==> src/rtl/dmem_pkg.sv <==
// Shared definitions for the data-memory access controller.
//   - size encodings of the CPU load/store port
//   - FSM state enumeration
//   - alignment check shared by the controller
package dmem_pkg;

  localparam logic [1:0] SZ_BYTE = 2'b00;
  localparam logic [1:0] SZ_HALF = 2'b01;
  localparam logic [1:0] SZ_WORD = 2'b10;
  localparam logic [1:0] SZ_RSVD = 2'b11;

  typedef enum logic [2:0] {
    ST_IDLE,
    ST_RD,
    ST_MERGE,
    ST_WR,
    ST_RESP
  } state_t;

  // Reserved size is folded into the misaligned class so it takes the same
  // error path and never reaches memory.
  function automatic logic is_misaligned(input logic [1:0] size,
                                         input logic [1:0] off);
    logic bad;
    case (size)
      SZ_BYTE: bad = 1'b0;
      SZ_HALF: bad = off[0];
      SZ_WORD: bad = (off != 2'b00);
      default: bad = 1'b1;
    endcase
    return bad;
  endfunction

endpackage

==> src/rtl/dmem_lane_align.sv <==
// Combinational lane steering for sub-word accesses (little-endian).
// Ports:
//   i_word    : word read from memory
//   i_off     : byte offset inside the word (addr[1:0])
//   i_size    : access size (byte/half/word)
//   i_uns     : 1 = zero-extend loads, 0 = sign-extend
//   i_wdata   : right-aligned store data
//   o_ld_data : extracted and extended load result
//   o_st_word : i_word with the addressed lane replaced by i_wdata
module dmem_lane_align
  import dmem_pkg::*;
(
  input  logic [31:0] i_word,
  input  logic [1:0]  i_off,
  input  logic [1:0]  i_size,
  input  logic        i_uns,
  input  logic [31:0] i_wdata,
  output logic [31:0] o_ld_data,
  output logic [31:0] o_st_word
);

  function automatic logic [31:0] load_extract(input logic [31:0] word,
                                               input logic [1:0]  off,
                                               input logic [1:0]  size,
                                               input logic        uns);
    logic [7:0]  b;
    logic [15:0] h;
    logic [31:0] res;
    b = word[{off, 3'b000} +: 8];
    h = off[1] ? word[31:16] : word[15:0];
    case (size)
      SZ_BYTE: res = uns ? {24'h0, b} : {{24{b[7]}}, b};
      SZ_HALF: res = uns ? {16'h0, h} : {{16{h[15]}}, h};
      default: res = word;
    endcase
    return res;
  endfunction

  function automatic logic [31:0] store_merge(input logic [31:0] word,
                                              input logic [1:0]  off,
                                              input logic [1:0]  size,
                                              input logic [31:0] wdata);
    logic [31:0] m;
    m = word;
    case (size)
      SZ_BYTE: m[{off, 3'b000} +: 8] = wdata[7:0];
      SZ_HALF: begin
        if (off[1]) m[31:16] = wdata[15:0];
        else        m[15:0]  = wdata[15:0];
      end
      default: m = wdata;
    endcase
    return m;
  endfunction

  assign o_ld_data = load_extract(i_word, i_off, i_size, i_uns);
  assign o_st_word = store_merge(i_word, i_off, i_size, i_wdata);

endmodule

==> src/rtl/dmem_access_ctrl.sv <==
// Load/store sequencer between the CPU data port and a word-wide memory with
// a 1-cycle registered read. Sub-word stores use read-modify-write; misaligned
// or reserved-size requests are answered with err and never touch memory.
// Ports:
//   clk, rst            : clock, synchronous active-high reset
//   req/we/size/uns     : request, store flag, size, zero-extend flag
//   addr/wdata          : byte address, right-aligned store data
//   rdata/ack/err       : response (rdata/err valid only while ack)
//   busy                : controller not idle (CPU stall)
//   mem_addr            : word address = addr[ADDR_W+1:2]
//   mem_re/mem_rdata    : read strobe, read data (valid the next cycle)
//   mem_we/mem_wdata    : write strobe, full word to write
module dmem_access_ctrl
  import dmem_pkg::*;
#(
  parameter int ADDR_W = 16
) (
  input  logic              clk,
  input  logic              rst,
  input  logic              req,
  input  logic              we,
  input  logic [1:0]        size,
  input  logic              uns,
  input  logic [31:0]       addr,
  input  logic [31:0]       wdata,
  output logic [31:0]       rdata,
  output logic              ack,
  output logic              err,
  output logic              busy,
  output logic [ADDR_W-1:0] mem_addr,
  output logic              mem_re,
  input  logic [31:0]       mem_rdata,
  output logic              mem_we,
  output logic [31:0]       mem_wdata
);

  state_t              r_state;
  state_t              w_state_nxt;
  logic                r_we;
  logic [1:0]          r_size;
  logic                r_uns;
  logic [ADDR_W+1:0]   r_addr;
  logic [31:0]         r_wdata;
  logic [31:0]         r_rdata;
  logic                r_err;
  logic [31:0]         w_ld_data;
  logic [31:0]         w_st_word;
  logic                w_mis;

  // Address bits above the memory window are intentionally ignored.
  logic w_unused_addr;
  assign w_unused_addr = ^addr[31:ADDR_W+2];

  assign w_mis = is_misaligned(size, addr[1:0]);

  dmem_lane_align u_align (
    .i_word    (mem_rdata),
    .i_off     (r_addr[1:0]),
    .i_size    (r_size),
    .i_uns     (r_uns),
    .i_wdata   (r_wdata),
    .o_ld_data (w_ld_data),
    .o_st_word (w_st_word)
  );

  // State register
  always_ff @(posedge clk) begin
    if (rst) r_state <= ST_IDLE;
    else     r_state <= w_state_nxt;
  end

  // Next state and state-decoded outputs
  always_comb begin
    w_state_nxt = r_state;
    busy        = (r_state != ST_IDLE);
    mem_re      = 1'b0;
    mem_we      = 1'b0;
    mem_wdata   = 32'h0;
    ack         = 1'b0;
    rdata       = 32'h0;
    err         = 1'b0;
    case (r_state)
      ST_IDLE: begin
        if (req) begin
          if (w_mis)                      w_state_nxt = ST_RESP;
          else if (we && size == SZ_WORD) w_state_nxt = ST_WR;
          else                            w_state_nxt = ST_RD;
        end
      end
      ST_RD: begin
        mem_re      = !rst;
        w_state_nxt = ST_MERGE;
      end
      ST_MERGE: begin
        w_state_nxt = r_we ? ST_WR : ST_RESP;
      end
      ST_WR: begin
        // Gating with rst keeps memory untouched when an access is aborted.
        mem_we      = !rst;
        mem_wdata   = r_wdata;
        w_state_nxt = ST_RESP;
      end
      ST_RESP: begin
        ack         = 1'b1;
        rdata       = r_rdata;
        err         = r_err;
        w_state_nxt = ST_IDLE;
      end
      default: w_state_nxt = ST_IDLE;
    endcase
  end

  assign mem_addr = r_addr[ADDR_W+1:2];

  // Request capture and result registers
  always_ff @(posedge clk) begin
    if (rst) begin
      r_we    <= 1'b0;
      r_size  <= SZ_BYTE;
      r_uns   <= 1'b0;
      r_addr  <= '0;
      r_wdata <= 32'h0;
      r_rdata <= 32'h0;
      r_err   <= 1'b0;
    end else begin
      case (r_state)
        ST_IDLE: begin
          if (req) begin
            r_we    <= we;
            r_size  <= size;
            r_uns   <= uns;
            r_addr  <= addr[ADDR_W+1:0];
            r_wdata <= wdata;
            r_rdata <= 32'h0;
            r_err   <= w_mis;
          end
        end
        ST_MERGE: begin
          // r_wdata is reused to hold the merged word for the write cycle.
          if (r_we) r_wdata <= w_st_word;
          else      r_rdata <= w_ld_data;
        end
        default: ;
      endcase
    end
  end

endmodule

==> config.mk <==
export PLATFORM = sky130hd
export DESIGN_NAME = dmem_access_ctrl
export DESIGN_NICKNAME = d
export VERILOG_FILES = /design/src/rtl/dmem_pkg.sv /design/src/rtl/dmem_lane_align.sv /design/src/rtl/dmem_access_ctrl.sv
export SDC_FILE = /design/constraint.sdc
export NUM_CORES = 1
export LEC_CHECK = 0
export BUFFER_PORTS_ARGS = -buffer_cell sky130_fd_sc_hd__buf_2
export CAP_MARGIN = 20
export CORE_ASPECT_RATIO = 1.1
export CORE_MARGIN = 1.5
export CORE_UTILIZATION = 36
export DETAILED_ROUTE_END_ITERATION = 8
export SYNTH_ARGS = -nofsm -noshare
export SYNTH_HDL_FRONTEND = slang
export SYNTH_HIERARCHICAL = 1
export SYNTH_SLANG_ARGS = --single-unit
==> constraint.sdc <==
create_clock -name clk -period 3.7 [get_ports clk]
set_input_delay 1.11 -clock clk [delete_from_list [all_inputs] [get_ports clk]]
set_output_delay 1.11 -clock clk [all_outputs]
set_load 0.03 [all_outputs]
After elaboration in Yosys (flattened, before gate mapping)
Index checks and enable logic that the tools add are counted.

$add $sub $neg: 1. Equality and inequality tests: 12. Shift-type cells: 3. Multiplexer cells: 26. Reductions and logical operators: 12.

Operator list (count): 32-bit two-way mux (8); 32-bit case mux with 2 select lines (4); 16-bit two-way mux (3); 32-bit bitwise mux (1); 8-bit by 7-bit variable shift with 32-bit output (first input constant) (1); 32-bit by 6-bit indexed part select with 8-bit output (1); 8-bit by 7-bit indexed part select with 32-bit output (1); 3-bit case mux with 4 select lines (1); 3-bit two-way mux (3); 5-bit negation with 7-bit output (1); 3-bit by 2-bit == test with 1-bit output (second input constant) (2); 2-bit != test (second input constant) (3); 5-bit AND reduction (1); 2-bit by 1-bit == test with 1-bit output (second input constant) (2); 2-bit logical NOT (2); 1-bit two-way mux (4); 4-bit AND reduction (1); 2-bit nonzero test (2); 3-bit by 1-bit == test with 1-bit output (second input constant) (1); 3-bit == test (second input constant) (1); 3-bit logical NOT (1); 3-bit by 1-bit != test with 1-bit output (second input constant) (1); 3-bit != test (second input constant) (1); 1-bit case mux with 3 select lines (1); other kinds (7) (7).

Bits in registers: 90. Bits of input ports: 103. Output and inout port bits: 85. Logic and storage cells: 63.

Longest topological paths before layout
Gate-level depths: netlist of the first run.

Depth after elaboration: 6. Depth in mapped cells: 11.

Cells and area by module
The synthesis of the first run kept the hierarchy.

Modules (own cells, without submodules): dmem_access_ctrl (times used 1, cells an instance 481, area an instance 4171.5 um2, sequential area each 1801.7 um2); dmem_lane_align (times used 1, cells an instance 281, area an instance 1803.0 um2, sequential area each 0.0 um2).

Worst setup path after synthesis of the first run
No wires, ideal clock.

Kind: input to output. Start point: input port rst. End point: output port mem_re. Arrival time: 2.168 ns. Path slack: 0.422 ns. Stages on the path: 3. Path buffers: 2. Cell sequence: clkbuf_1 clkbuf_1 nor3_1.

Cells in the longest elaborated chain, start to end: 2.

Ends and longest elaborated chain: start, declared (line dmem_access_ctrl.sv:19) `input logic rst,`; 1-bit logical NOT (line dmem_access_ctrl.sv:91) `mem_re = !rst;`; 1-bit two-way mux (line dmem_access_ctrl.sv:82) `case (r_state)`; end, declared (line dmem_access_ctrl.sv:31) `output logic mem_re,`.

Every way passes these cells.

Worst setup path after layout of the first run
Start point: register r_state[1]. End point: output port mem_wdata[9].

Cells in the longest elaborated chain, start to end: 2.

Ends and longest elaborated chain: start, declared (line dmem_access_ctrl.sv:37) `state_t r_state;`; start signal, assigned (line dmem_access_ctrl.sv:69) `else r_state <= w_state_nxt;`; 3-bit by 2-bit == test with 1-bit output (line dmem_access_ctrl.sv:82); 32-bit two-way mux (line dmem_access_ctrl.sv:82); end, declared (line dmem_access_ctrl.sv:34) `output logic [31:0] mem_wdata`.

Every way passes these cells.

==> impl_metrics.xml, run 1 <==
<?xml version="1.0" encoding="UTF-8"?>
<metrics>
  <group name="grt">
    <metric name="global_route_wire_length_before_repair" unit="um">32300</metric>
    <metric name="grt_util_all_layers" unit="%">23.5</metric>
    <metric name="globalRoute.totalOverflow" unit="">0</metric>
    <metric name="grt_pass1_vias" unit="">5720</metric>
    <metric name="antenna_violations_before_repair" unit="">0</metric>
    <metric name="grt_start_max_net_pins" unit="">60</metric>
  </group>
  <group name="layout">
    <metric name="antenna_cells" unit="">0</metric>
    <metric name="final_layout_size_suffix_gt1_share" unit="%">25.6</metric>
    <metric name="finish.net_count" unit="">974</metric>
    <metric name="syn_to_final_growth" unit="%">17.7</metric>
    <metric name="final_design_area_no_fill" unit="um2">7030</metric>
    <metric name="fillerInstances" unit="">1723</metric>
    <metric name="area.sequential" unit="um2">1800</metric>
    <metric name="multi_input_area" unit="um2">3660</metric>
  </group>
  <group name="critical_path">
    <metric name="regToRegSetupSlack" unit="ps">970</metric>
    <metric name="path_max_fanout" unit="">32</metric>
    <metric name="cp-end-kind" unit="">output port</metric>
    <metric name="worst_ep_arrival_time" unit="ps">1970</metric>
    <metric name="setup.worst_path.start_class" unit="">flop</metric>
    <metric name="crit_type" unit="">reg2out</metric>
    <metric name="critical_path_required" unit="ps">2590</metric>
  </group>
  <group name="logic_synthesis">
    <metric name="cell_variety_after_synth" unit="">52</metric>
    <metric name="syn-instance-count" unit="">762</metric>
    <metric name="async_reset_ff_share" unit="%">0</metric>
    <metric name="synth.avg_cell_area" unit="um2">7.84</metric>
    <metric name="ys_seq_elements" unit="">90</metric>
    <metric name="netlist_top_cells_count" unit="">sky130_fd_sc_hd__nand2_1, sky130_fd_sc_hd__a21oi_1, sky130_fd_sc_hd__dfxtp_1</metric>
    <metric name="ys.flop_type" unit="">sky130_fd_sc_hd__dfxtp_1</metric>
    <metric name="synth_area_leader_cell" unit="">sky130_fd_sc_hd__dfxtp_1</metric>
    <metric name="synthTopCellsByArea" unit="">sky130_fd_sc_hd__dfxtp_1, sky130_fd_sc_hd__a21oi_1, sky130_fd_sc_hd__and2_1</metric>
    <metric name="synth_warnings" unit="">6</metric>
    <metric name="synthMostInstantiatedCell" unit="">sky130_fd_sc_hd__nand2_1</metric>
    <metric name="count_of_flip_flops_with_a_built_in_enable_after_synthesis" unit="">0</metric>
    <metric name="synth_sequential_area_ratio" unit="%">30.2</metric>
    <metric name="yosysTopAreaCellShare" unit="%">30.2</metric>
    <metric name="cell_area_after_synthesis" unit="um2">5970</metric>
    <metric name="mappedNetlistNets" unit="">870</metric>
  </group>
  <group name="power_and_ir_drop">
    <metric name="switchingPower" unit="uW">940</metric>
    <metric name="irDropWorstVdd" unit="mV">0.198</metric>
    <metric name="finalPower" unit="uW">2700</metric>
    <metric name="pwr_density_cell" unit="nW/um2">384</metric>
    <metric name="swShare" unit="%">34.8</metric>
    <metric name="combPwrFrac" unit="%">25.4</metric>
    <metric name="clockPowerShare" unit="%">32.9</metric>
    <metric name="internal-power" unit="uW">1760</metric>
    <metric name="leakage" unit="uW">0.00301</metric>
    <metric name="seq_power_share" unit="%">41.7</metric>
  </group>
  <group name="sta">
    <metric name="max_freq" unit="MHz">325</metric>
    <metric name="timing.setup.tns" unit="ps">0</metric>
    <metric name="timing.slew.headroom" unit="%">47.1</metric>
    <metric name="hold_viol_final" unit="">0</metric>
    <metric name="fin_crit_sh" unit="%">83.2</metric>
    <metric name="setup_viol" unit="">0</metric>
    <metric name="timing_max_transition_violations_final" unit="">0</metric>
    <metric name="setup_repair_after_global_routing_missed_its_margin" unit="">no</metric>
    <metric name="tightest_slew" unit="ps">792</metric>
    <metric name="clock_skew" unit="ps">9.30</metric>
    <metric name="post_layout_minimum_cycle_time" unit="ps">3080</metric>
  </group>
  <group name="placement">
    <metric name="finalWeightedCongestion" unit="">0.903</metric>
    <metric name="dp_area" unit="um2">6750</metric>
    <metric name="detailedPlacementHpwl" unit="um">14900</metric>
    <metric name="place.port_buffers" unit="">173</metric>
  </group>
  <group name="route">
    <metric name="antenna_violating_nets_post_route" unit="">0</metric>
    <metric name="via_per_inst" unit="">5.75</metric>
    <metric name="met1Wirelength" unit="um">9470</metric>
    <metric name="route.vias.total" unit="">6177</metric>
    <metric name="route.detailed.wl_per_inst" unit="um">19.5</metric>
    <metric name="detail_route.first_pass.iterations" unit="">9</metric>
    <metric name="total_wire_length" unit="um">21000</metric>
    <metric name="drc" unit="">9</metric>
    <metric name="met3_length" unit="um">1350</metric>
    <metric name="met2_wirelength" unit="um">9650</metric>
    <metric name="first_iter_violations" unit="">646</metric>
    <metric name="top_layer_used" unit="">met4</metric>
  </group>
  <group name="floorplanning">
    <metric name="die_area" unit="um2">17400</metric>
    <metric name="ios" unit="">188</metric>
    <metric name="fp.dieH" unit="um">138</metric>
    <metric name="row_count" unit="">49</metric>
    <metric name="dieWidth" unit="um">126</metric>
    <metric name="initial_core_util" unit="%">36.6</metric>
    <metric name="core_area" unit="um2">16300</metric>
  </group>
  <group name="clocking">
    <metric name="clkLatencyLatePin" unit="ps">350</metric>
    <metric name="postCtsResizedCells" unit="">0</metric>
    <metric name="buffer_type_at_the_clock_tree_root" unit="">sky130_fd_sc_hd__clkbuf_16</metric>
    <metric name="cts_made_buffers" unit="">9</metric>
    <metric name="cts-htree-levels" unit="">3</metric>
    <metric name="tritoncts" unit="">built</metric>
    <metric name="hold_fix_buffer_count_after_cts" unit="">0</metric>
    <metric name="tritoncts_num_sinks" unit="">90</metric>
    <metric name="clk_pin_slew" unit="ps">70</metric>
    <metric name="max-clock-path-buffers" unit="">2</metric>
    <metric name="cts.repair_timing.setup_buffer_count" unit="">0</metric>
  </group>
  <group name="outcome">
    <metric name="run_status" unit="">finished, violations left</metric>
    <metric name="violations_in_the_final_reports" unit="">design-rule violations</metric>
  </group>
  <group name="job">
    <metric name="timing.max_cap.violations" unit="">0</metric>
  </group>
  <group name="hold_path">
    <metric name="min-delay-path-class" unit="">reg2reg</metric>
  </group>
</metrics>
## cell type report
cell class	count	area share (%)
flip-flops and latches	90	25.6
inverters	7	0.374
clock buffers	10	3.26
well taps	204	3.63
repair buffers	189	14.3
clock inverters	6	0.712
multi-input cells	569	52.1
## registers in the layout (all words and copies together), names as in the netlist
| signal | flops |
|---|---|
| r_rdata | 32 |
| r_wdata | 32 |
| r_addr | 18 |
| r_state | 3 |
| r_size | 2 |
| r_err | 1 |
| r_uns | 1 |
| r_we | 1 |
## power by group through the flow
stage          logic (uW)  clock network (uW)  registers (uW)
2_1_floorplan         524                   0            1090
3_3_place_gp          670                   0            1140
3_5_place_dp          675                   0            1140
4_1_cts               678                 905            1120
5_1_grt               748                 938            1130
6_report              684                 889            1130
## worst max-delay path: stages (launching register included)
cell,delay (ps)
sky130_fd_sc_hd__dfxtp_1,690
sky130_fd_sc_hd__nand2_1,150
sky130_fd_sc_hd__nor2_1,110
sky130_fd_sc_hd__buf_4,270
sky130_fd_sc_hd__and2_1,180
sky130_fd_sc_hd__buf_2,190
## cell families (layout without fill, tap and decap cells)
family,Yosys count,count (layout),share of synthesized area (%)
compound gates,282,282,34.0
buf+inv,103,212,8.96
mux,21,21,3.54
flops,90,90,30.2
simple gates,261,261,22.3
fa+ha+maj,5,5,1.05
## cell usage in the layout (no fill, tap or decap), types with 3 or more instances in the layout
| cell | instances |
|---|---|
| sky130_fd_sc_hd__a211o_1 | 5 |
| sky130_fd_sc_hd__a211oi_1 | 32 |
| sky130_fd_sc_hd__a21o_1 | 3 |
| sky130_fd_sc_hd__a21oi_1 | 91 |
| sky130_fd_sc_hd__a221o_1 | 12 |
| sky130_fd_sc_hd__a221o_2 | 3 |
| sky130_fd_sc_hd__a221oi_1 | 7 |
| sky130_fd_sc_hd__a222oi_1 | 4 |
| sky130_fd_sc_hd__a22o_1 | 13 |
| sky130_fd_sc_hd__a22oi_1 | 7 |
| sky130_fd_sc_hd__a31oi_1 | 4 |
| sky130_fd_sc_hd__a32o_1 | 32 |
| sky130_fd_sc_hd__and2_1 | 65 |
| sky130_fd_sc_hd__buf_2 | 173 |
| sky130_fd_sc_hd__buf_4 | 15 |
| sky130_fd_sc_hd__clkbuf_16 | 9 |
| sky130_fd_sc_hd__dfxtp_1 | 89 |
| sky130_fd_sc_hd__ha_1 | 5 |
| sky130_fd_sc_hd__inv_1 | 7 |
| sky130_fd_sc_hd__mux2i_1 | 20 |
| sky130_fd_sc_hd__nand2_1 | 95 |
| sky130_fd_sc_hd__nand2b_1 | 10 |
| sky130_fd_sc_hd__nor2_1 | 47 |
| sky130_fd_sc_hd__nor2b_1 | 9 |
| sky130_fd_sc_hd__nor3_1 | 4 |
| sky130_fd_sc_hd__nor3b_1 | 7 |
| sky130_fd_sc_hd__o21ai_0 | 29 |
| sky130_fd_sc_hd__o2bb2ai_1 | 32 |
| sky130_fd_sc_hd__or2_2 | 3 |
## stage by stage
step                setup slack (ps)  hold slack (ps)  instances  util (%)
finish                           623              451       1075      43.1
detailed placement               961              443       1059      41.4
CTS                              579              454       1075      43.1
global route                     414              477       1075      43.1
floorplan                        422              431        762         -
global placement                 986              440       1058      41.2
## per-layer routing
| layer | vias to the layer above | track usage [%] |
|---|---|---|
| met5 | - | 0 |
| met4 | 0 | 9.44 |
| met3 | 28 | 4.57 |
| li1 | 2979 | - |
| met1 | 2929 | 31.3 |
| met2 | 241 | 37.4 |
## worst paths after layout
kind,startpoint,end,depth (start not counted)
setup reg to reg,r_addr[0]$_SDFFE_PP0P_,r_wdata[22]$_SDFFE_PP0P_,8
hold reg to reg,r_addr[4]$_SDFFE_PP0P_,r_addr[4]$_SDFFE_PP0P_,2
hold / removal,r_addr[4]$_SDFFE_PP0P_,r_addr[4]$_SDFFE_PP0P_,2
setup / recovery,r_state[1]$_SDFFE_PP0P_,mem_wdata[9],5
Power figures use the tool's default switching activity.
==> run 2, diff against run 1 <==
- ABC_AREA: unset -> 1
- clock period: 3.7 -> 2.5 ns (I/O delays scaled with it)
==> run 2 against run 1 <==
The run now ends clean. Sequential cell count did not move. Die area increased by 13%. Synthesized cell count is 56% higher. Combinational power rose by 100%. Highest routed layer unchanged. Register-to-register slack got worse by 640 ps.
==> impl_metrics.xml, run 2 <==
<?xml version="1.0" encoding="UTF-8"?>
<metrics>
  <group name="outcome">
    <metric name="run_status" unit="">finished, final reports clean</metric>
  </group>
  <group name="route">
    <metric name="antenna_violating_nets_post_route" unit="">0</metric>
    <metric name="total_wire_length" unit="um">22800</metric>
    <metric name="drc" unit="">0</metric>
    <metric name="route.vias.total" unit="">7598</metric>
    <metric name="first_iter_violations" unit="">571</metric>
    <metric name="via_per_inst" unit="">4.89</metric>
    <metric name="detail_route.first_pass.iterations" unit="">5</metric>
    <metric name="route.detailed.wl_per_inst" unit="um">14.7</metric>
  </group>
  <group name="logic_synthesis">
    <metric name="synth_warnings" unit="">6</metric>
    <metric name="cell_area_after_synthesis" unit="um2">6780</metric>
    <metric name="synth_area_leader_cell" unit="">sky130_fd_sc_hd__dfxtp_1</metric>
    <metric name="yosysTopAreaCellShare" unit="%">26.6</metric>
    <metric name="ys_seq_elements" unit="">90</metric>
    <metric name="synthTopCellsByArea" unit="">sky130_fd_sc_hd__dfxtp_1, sky130_fd_sc_hd__nand2_1, sky130_fd_sc_hd__nor2_1</metric>
    <metric name="synth.avg_cell_area" unit="um2">5.69</metric>
    <metric name="cell_variety_after_synth" unit="">30</metric>
    <metric name="async_reset_ff_share" unit="%">0</metric>
    <metric name="mappedNetlistNets" unit="">1299</metric>
    <metric name="netlist_top_cells_count" unit="">sky130_fd_sc_hd__nand2_1, sky130_fd_sc_hd__nor2_1, sky130_fd_sc_hd__inv_1</metric>
    <metric name="ys.flop_type" unit="">sky130_fd_sc_hd__dfxtp_1</metric>
    <metric name="syn-instance-count" unit="">1191</metric>
    <metric name="synthMostInstantiatedCell" unit="">sky130_fd_sc_hd__nand2_1</metric>
    <metric name="synth_sequential_area_ratio" unit="%">26.6</metric>
    <metric name="count_of_flip_flops_with_a_built_in_enable_after_synthesis" unit="">0</metric>
  </group>
  <group name="critical_path">
    <metric name="setup.worst_path.start_class" unit="">flop</metric>
    <metric name="cp.buffers_inverters" unit="">3</metric>
    <metric name="regToRegSetupSlack" unit="ps">330</metric>
    <metric name="worst_ep_arrival_time" unit="ps">1570</metric>
    <metric name="timing.rr.start" unit="">r_addr[0]$_SDFFE_PP0P_</metric>
    <metric name="critical_path_required" unit="ps">1750</metric>
    <metric name="path_max_fanout" unit="">33</metric>
    <metric name="path_delay_family" unit="">buffers and inverters</metric>
    <metric name="cp-end-kind" unit="">output port</metric>
    <metric name="critPathMaxStageDelay" unit="ps">350</metric>
    <metric name="crit_type" unit="">reg2out</metric>
    <metric name="crit_path_start" unit="">r_state[2]$_SDFFE_PP0P_</metric>
    <metric name="worstPathCellList" unit="">inv_1 &gt; nor3_2 &gt; inv_4 &gt; nor2_1 &gt; buf_2</metric>
    <metric name="critical-path-slowest-cell" unit="">sky130_fd_sc_hd__dfxtp_1</metric>
  </group>
  <group name="layout">
    <metric name="final_cell_mix" unit="">sky130_fd_sc_hd__nand2_1, sky130_fd_sc_hd__nor2_1, sky130_fd_sc_hd__buf_2, sky130_fd_sc_hd__inv_1, sky130_fd_sc_hd__nand3_1</metric>
    <metric name="final_design_area_no_fill" unit="um2">7900</metric>
    <metric name="final_common_cell" unit="">sky130_fd_sc_hd__nand2_1</metric>
    <metric name="finish.net_count" unit="">1413</metric>
    <metric name="multi_input_area" unit="um2">3920</metric>
    <metric name="syn_to_final_growth" unit="%">16.6</metric>
    <metric name="area.sequential" unit="um2">1800</metric>
    <metric name="final_layout_size_suffix_gt1_share" unit="%">19.5</metric>
    <metric name="largest_regs" unit="">r_rdata x32, r_wdata x32, r_addr x18</metric>
    <metric name="antenna_cells" unit="">0</metric>
    <metric name="fillerInstances" unit="">2078</metric>
  </group>
  <group name="hold_path">
    <metric name="min-delay-path-class" unit="">reg2reg</metric>
    <metric name="hold_path_startpoint" unit="">r_addr[6]$_SDFFE_PP0P_</metric>
  </group>
  <group name="grt">
    <metric name="grt_util_all_layers" unit="%">22.7</metric>
    <metric name="grt_pass1_vias" unit="">6731</metric>
    <metric name="global_route_wire_length_before_repair" unit="um">35400</metric>
    <metric name="globalRoute.totalOverflow" unit="">0</metric>
    <metric name="antenna_violations_before_repair" unit="">0</metric>
    <metric name="grt_start_max_net_pins" unit="">56</metric>
  </group>
  <group name="clocking">
    <metric name="clkLatencyLatePin" unit="ps">360</metric>
    <metric name="tritoncts_num_sinks" unit="">90</metric>
    <metric name="buffer_type_at_the_clock_tree_root" unit="">sky130_fd_sc_hd__clkbuf_16</metric>
    <metric name="max-clock-path-buffers" unit="">2</metric>
    <metric name="cts.repair_timing.setup_buffer_count" unit="">0</metric>
    <metric name="cts-htree-levels" unit="">3</metric>
    <metric name="clk_pin_slew" unit="ps">80</metric>
    <metric name="hold_fix_buffer_count_after_cts" unit="">0</metric>
    <metric name="cts_made_buffers" unit="">9</metric>
    <metric name="postCtsResizedCells" unit="">0</metric>
    <metric name="tritoncts" unit="">built</metric>
  </group>
  <group name="floorplanning">
    <metric name="ios" unit="">188</metric>
    <metric name="fp.dieH" unit="um">147</metric>
    <metric name="core_area" unit="um2">18400</metric>
    <metric name="row_count" unit="">52</metric>
    <metric name="dieWidth" unit="um">134</metric>
    <metric name="initial_core_util" unit="%">36.8</metric>
    <metric name="die_area" unit="um2">19700</metric>
  </group>
  <group name="placement">
    <metric name="dp_area" unit="um2">7600</metric>
    <metric name="place.port_buffers" unit="">173</metric>
    <metric name="finalWeightedCongestion" unit="">0.975</metric>
    <metric name="detailedPlacementHpwl" unit="um">16700</metric>
  </group>
  <group name="sta">
    <metric name="post_layout_minimum_cycle_time" unit="ps">2320</metric>
    <metric name="timing_max_transition_violations_final" unit="">0</metric>
    <metric name="hold_viol_final" unit="">0</metric>
    <metric name="setup_repair_after_global_routing_missed_its_margin" unit="">no</metric>
    <metric name="timing.slew.headroom" unit="%">31.6</metric>
    <metric name="fin_crit_sh" unit="%">92.9</metric>
    <metric name="timing.setup.tns" unit="ps">0</metric>
    <metric name="tightest_slew" unit="ps">1030</metric>
    <metric name="setup_viol" unit="">0</metric>
    <metric name="clock_skew" unit="ps">8.21</metric>
    <metric name="max_freq" unit="MHz">430</metric>
  </group>
  <group name="power_and_ir_drop">
    <metric name="irDropWorstVdd" unit="mV">0.291</metric>
    <metric name="pwr_density_cell" unit="nW/um2">556</metric>
    <metric name="leakage" unit="uW">0.00397</metric>
    <metric name="switchingPower" unit="uW">1720</metric>
    <metric name="swShare" unit="%">39.0</metric>
    <metric name="clockPowerShare" unit="%">31.2</metric>
    <metric name="internal-power" unit="uW">2680</metric>
    <metric name="combPwrFrac" unit="%">31.1</metric>
    <metric name="seq_power_share" unit="%">37.7</metric>
  </group>
  <group name="job">
    <metric name="timing.max_cap.violations" unit="">0</metric>
  </group>
</metrics>
## run 2: cell types whose count changed after synthesis, moves of 65 or more
cell,change
sky130_fd_sc_hd__nand3_1,+113
sky130_fd_sc_hd__nand2_1,+297
sky130_fd_sc_hd__inv_1,+130
sky130_fd_sc_hd__and2_1,-65
sky130_fd_sc_hd__nor2_1,+126
## run 2: power by group through the flow
stage | sequential [uW] | combinational, uW | clock (uW)
final | 1660 | 1370 | 1370
after global routing | 1670 | 1530 | 1460
after CTS | 1660 | 1360 | 1400
after detailed placement | 1690 | 1350 | 0
after global placement | 1690 | 1350 | 0
after floorplan | 1640 | 1050 | 0
## run 2: kinds of logic after synthesis
| family | Yosys count | share of synthesized area, % |
|---|---|---|
| buf+inv | 234 | 15.6 |
| flops | 90 | 26.6 |
| fa+ha+maj | 5 | 0.923 |
| simple gates | 730 | 46.6 |
| compound gates | 132 | 10.3 |
## run 2: stage by stage
| stage | util, % | power [uW] | hold WS [ps] | worst slack [ps] | instances |
|---|---|---|---|---|---|
| after CTS | 42.9 | 4410 | 465 | 92.3 | 1553 |
| after detailed placement | 41.3 | 3040 | 453 | 414 | 1537 |
| after global placement | 41.3 | 3040 | 450 | 427 | 1537 |
| after floorplan | - | 2700 | 445 | 7.91 | 1191 |
| after global routing | 42.9 | 4650 | 483 | 18.0 | 1553 |
| final | 42.9 | 4400 | 464 | 177 | 1553 |
## run 2: metal layers
| metal | wire, um | vias up | global-route usage [%] |
|---|---|---|---|
| li1 | - | 3907 | - |
| met4 | 733 | 0 | 9.57 |
| met5 | 0 | - | 0 |
| met1 | 10400 | 3376 | 30.7 |
| met2 | 10400 | 271 | 36.5 |
| met3 | 1340 | 44 | 2.73 |
## run 2: cell type report
class	instances	area share, %
sequential	90	22.8
multi-input combinational	867	49.6
timing repair buffer	193	13.0
inverter	144	6.98
tap	243	3.85
clock inverter	7	0.919
clock buffer	9	2.85
## run 2: worst paths after layout
kind,end,depth (start not counted)
worst min register to register,r_addr[6]$_SDFFE_PP0P_,2
worst max register to register,r_wdata[25]$_SDFFE_PP0P_,11
worst max-delay path,err,5
worst min-delay path,r_addr[6]$_SDFFE_PP0P_,2
## run 2: worst register-to-register path, stage by stage (launching register included)
cell and delay, ps:
sky130_fd_sc_hd__dfxtp_1 310, sky130_fd_sc_hd__inv_1 200, sky130_fd_sc_hd__ha_1 630, sky130_fd_sc_hd__inv_1 180
sky130_fd_sc_hd__nand3_1 150, sky130_fd_sc_hd__o22ai_1 90, sky130_fd_sc_hd__nand2_1 70, sky130_fd_sc_hd__nand2_1 120
sky130_fd_sc_hd__nand3_1 110, sky130_fd_sc_hd__nand2_1 60, sky130_fd_sc_hd__nor2_1 100, sky130_fd_sc_hd__nor2_1 60
==> run 3, diff against run 2 <==
- CORE_UTILIZATION: 36 -> 49
- PLACE_DENSITY: unset -> 0.79
==> run 3 against run 2 <==
Via count shrank 0.25%. Cell area is 0.49% lower. Worst hold slack got worse by 0.83 ps. Total power grew 3.6%. Die area decreased by 26%. Non-clock buffer count is the same. Clock skew shrank 0.60 ps. Critical path type unchanged. Largest cell class unchanged. Highest routed layer unchanged.
==> impl_metrics.xml, run 3 (synthesis gave the netlist of run 2 again) <==
<?xml version="1.0" encoding="UTF-8"?>
<metrics>
  <group name="layout">
    <metric name="antenna_cells" unit="">0</metric>
    <metric name="final_layout_size_suffix_gt1_share" unit="%">19.5</metric>
    <metric name="final_common_cell" unit="">sky130_fd_sc_hd__nand2_1</metric>
    <metric name="syn_to_final_growth" unit="%">16.0</metric>
    <metric name="final_cell_mix" unit="">sky130_fd_sc_hd__nand2_1, sky130_fd_sc_hd__nor2_1, sky130_fd_sc_hd__buf_2, sky130_fd_sc_hd__inv_1, sky130_fd_sc_hd__nand3_1</metric>
    <metric name="layout.cells.non_filler" unit="">1494</metric>
    <metric name="final_design_area_no_fill" unit="um2">7860</metric>
    <metric name="finish.net_count" unit="">1413</metric>
    <metric name="largest_regs" unit="">r_rdata x32, r_wdata x32, r_addr x18</metric>
  </group>
  <group name="sta">
    <metric name="fin_crit_sh" unit="%">93.1</metric>
    <metric name="finalWorstSetupSlack" unit="ps">172</metric>
    <metric name="hold_viol_final" unit="">0</metric>
    <metric name="setup_repair_after_global_routing_missed_its_margin" unit="">no</metric>
    <metric name="clock_skew" unit="ps">7.61</metric>
    <metric name="timing.setup.tns" unit="ps">0</metric>
    <metric name="setup_viol" unit="">0</metric>
    <metric name="timing.slew.headroom" unit="%">32.7</metric>
    <metric name="post_layout_minimum_cycle_time" unit="ps">2330</metric>
    <metric name="max_freq" unit="MHz">430</metric>
    <metric name="tightest_slew" unit="ps">1010</metric>
    <metric name="final.hold.worst_slack" unit="ps">463</metric>
    <metric name="timing_max_transition_violations_final" unit="">0</metric>
  </group>
  <group name="power_and_ir_drop">
    <metric name="leakage" unit="uW">0.00399</metric>
    <metric name="pwr_density_cell" unit="nW/um2">579</metric>
    <metric name="irDropWorstVdd" unit="mV">0.499</metric>
  </group>
  <group name="grt">
    <metric name="antenna_violations_before_repair" unit="">0</metric>
    <metric name="globalRoute.totalOverflow" unit="">0</metric>
    <metric name="global_route_wire_length_before_repair" unit="um">33500</metric>
    <metric name="grt_pass1_vias" unit="">6557</metric>
    <metric name="grt_start_max_net_pins" unit="">51</metric>
    <metric name="grt_util_all_layers" unit="%">29.0</metric>
  </group>
  <group name="critical_path">
    <metric name="reg2reg_depth" unit="">12</metric>
    <metric name="cp-end-kind" unit="">output port</metric>
    <metric name="critical_path_required" unit="ps">1750</metric>
    <metric name="regToRegSetupSlack" unit="ps">350</metric>
    <metric name="critical-path-slowest-cell" unit="">sky130_fd_sc_hd__dfxtp_1</metric>
    <metric name="worstReg2RegEnd" unit="">r_wdata[15]$_SDFFE_PP0P_</metric>
    <metric name="path_delay_family" unit="">buffers and inverters</metric>
    <metric name="cp.buffers_inverters" unit="">3</metric>
    <metric name="crit_path_start" unit="">r_state[2]$_SDFFE_PP0P_</metric>
    <metric name="setup.worst_path.start_class" unit="">flop</metric>
    <metric name="path_max_fanout" unit="">32</metric>
    <metric name="timing.rr.start" unit="">r_addr[0]$_SDFFE_PP0P_</metric>
    <metric name="worst_ep_arrival_time" unit="ps">1580</metric>
    <metric name="crit_type" unit="">reg2out</metric>
    <metric name="worstPathCellList" unit="">inv_1 &gt; nand3_1 &gt; buf_4 &gt; nor2_1 &gt; buf_2</metric>
    <metric name="critPathMaxStageDelay" unit="ps">320</metric>
  </group>
  <group name="hold_path">
    <metric name="worst_hold_path.endpoint" unit="">r_addr[15]$_SDFFE_PP0P_</metric>
    <metric name="hold_path_depth" unit="">2</metric>
    <metric name="hold_path_startpoint" unit="">r_addr[15]$_SDFFE_PP0P_</metric>
    <metric name="min-delay-path-class" unit="">reg2reg</metric>
  </group>
  <group name="clocking">
    <metric name="tritoncts_num_sinks" unit="">90</metric>
    <metric name="max-clock-path-buffers" unit="">2</metric>
    <metric name="buffer_type_at_the_clock_tree_root" unit="">sky130_fd_sc_hd__clkbuf_16</metric>
    <metric name="postCtsResizedCells" unit="">0</metric>
    <metric name="cts.repair_timing.setup_buffer_count" unit="">0</metric>
    <metric name="clk_pin_slew" unit="ps">70</metric>
    <metric name="tritoncts" unit="">built</metric>
    <metric name="cts_made_buffers" unit="">9</metric>
    <metric name="hold_fix_buffer_count_after_cts" unit="">0</metric>
    <metric name="cts-htree-levels" unit="">3</metric>
    <metric name="clkLatencyLatePin" unit="ps">360</metric>
  </group>
  <group name="placement">
    <metric name="dp_area" unit="um2">7530</metric>
    <metric name="finalWeightedCongestion" unit="">1.01</metric>
    <metric name="detailedPlacementHpwl" unit="um">15200</metric>
    <metric name="numPlacedInstances" unit="">1478</metric>
    <metric name="place.port_buffers" unit="">173</metric>
    <metric name="dpl_worst_slack" unit="ps">375</metric>
  </group>
  <group name="floorplanning">
    <metric name="dieWidth" unit="um">115</metric>
    <metric name="fp.dieH" unit="um">126</metric>
    <metric name="row_count" unit="">44</metric>
    <metric name="die_area" unit="um2">14500</metric>
    <metric name="core_area" unit="um2">13300</metric>
    <metric name="ios" unit="">188</metric>
    <metric name="initial_core_util" unit="%">50.9</metric>
  </group>
  <group name="route">
    <metric name="route.detailed.wl_per_inst" unit="um">14.1</metric>
    <metric name="total_wire_length" unit="um">21000</metric>
    <metric name="route.vias.total" unit="">7579</metric>
    <metric name="drc" unit="">0</metric>
    <metric name="first_iter_violations" unit="">677</metric>
    <metric name="detail_route.first_pass.iterations" unit="">6</metric>
    <metric name="antenna_violating_nets_post_route" unit="">0</metric>
    <metric name="via_per_inst" unit="">5.07</metric>
  </group>
  <group name="job">
    <metric name="timing.max_cap.violations" unit="">0</metric>
  </group>
  <group name="outcome">
    <metric name="run_status" unit="">finished, final reports clean</metric>
  </group>
</metrics>
==> run 3: cell types whose count changed in the layout (fill, tap and decap cells not counted), sizes merged <==
cell / delta
bufinv: +2
clkinv: -2
==> run 3: how the worst max path moves through the flow <==
stage / to / depth (start not counted)
2_1_floorplan: rdata[0] / 5
3_3_place_gp: r_wdata[30]$_SDFFE_PP0P_ / 9
3_5_place_dp: r_wdata[26]$_SDFFE_PP0P_ / 9
4_1_cts: rdata[8] / 5
5_1_grt: rdata[9] / 5
6_report: mem_wdata[18] / 5
==> run 3: layout make-up <==
class / count / area (um2)
timing repair buffer: 193 / 1030
fill: 1407 / 5460
multi-input combinational: 867 / 3920
sequential: 90 / 1800
clock buffer: 9 / 225
clock inverter: 7 / 108
inverter: 144 / 552
tap: 184 / 230
==> run 3: routing by layer <==
layer / GRT usage [%] / wire length [um] / vias to the layer above
met5: 0 / 0 / -
met4: 9.88 / 445 / 0
met3: 3.92 / 1320 / 30
met2: 46.3 / 9680 / 280
met1: 40.2 / 9600 / 3364
li1: - / - / 3905
==> run 3: worst min-delay path: cells and delay by family (launching register included) <==
family | cells | cell delay, ps
DFF | 1 | 310
and+or+nand+nor | 1 | 60
AOI/OAI and AO/OA | 1 | 50
==> run 3: report_power, final <==
group          internal, uW  total [uW]  switching (uW)
registers              1550        1660             106
logic                   421        1350             924
clock network           896        1550             658
==> run 3: through the flow <==
stage,power (uW),util (%)
2_1_floorplan,2700,-
5_1_grt,4810,59.0
4_1_cts,4550,59.0
3_5_place_dp,3010,56.5
3_3_place_gp,2990,56.5
6_report,4560,59.0
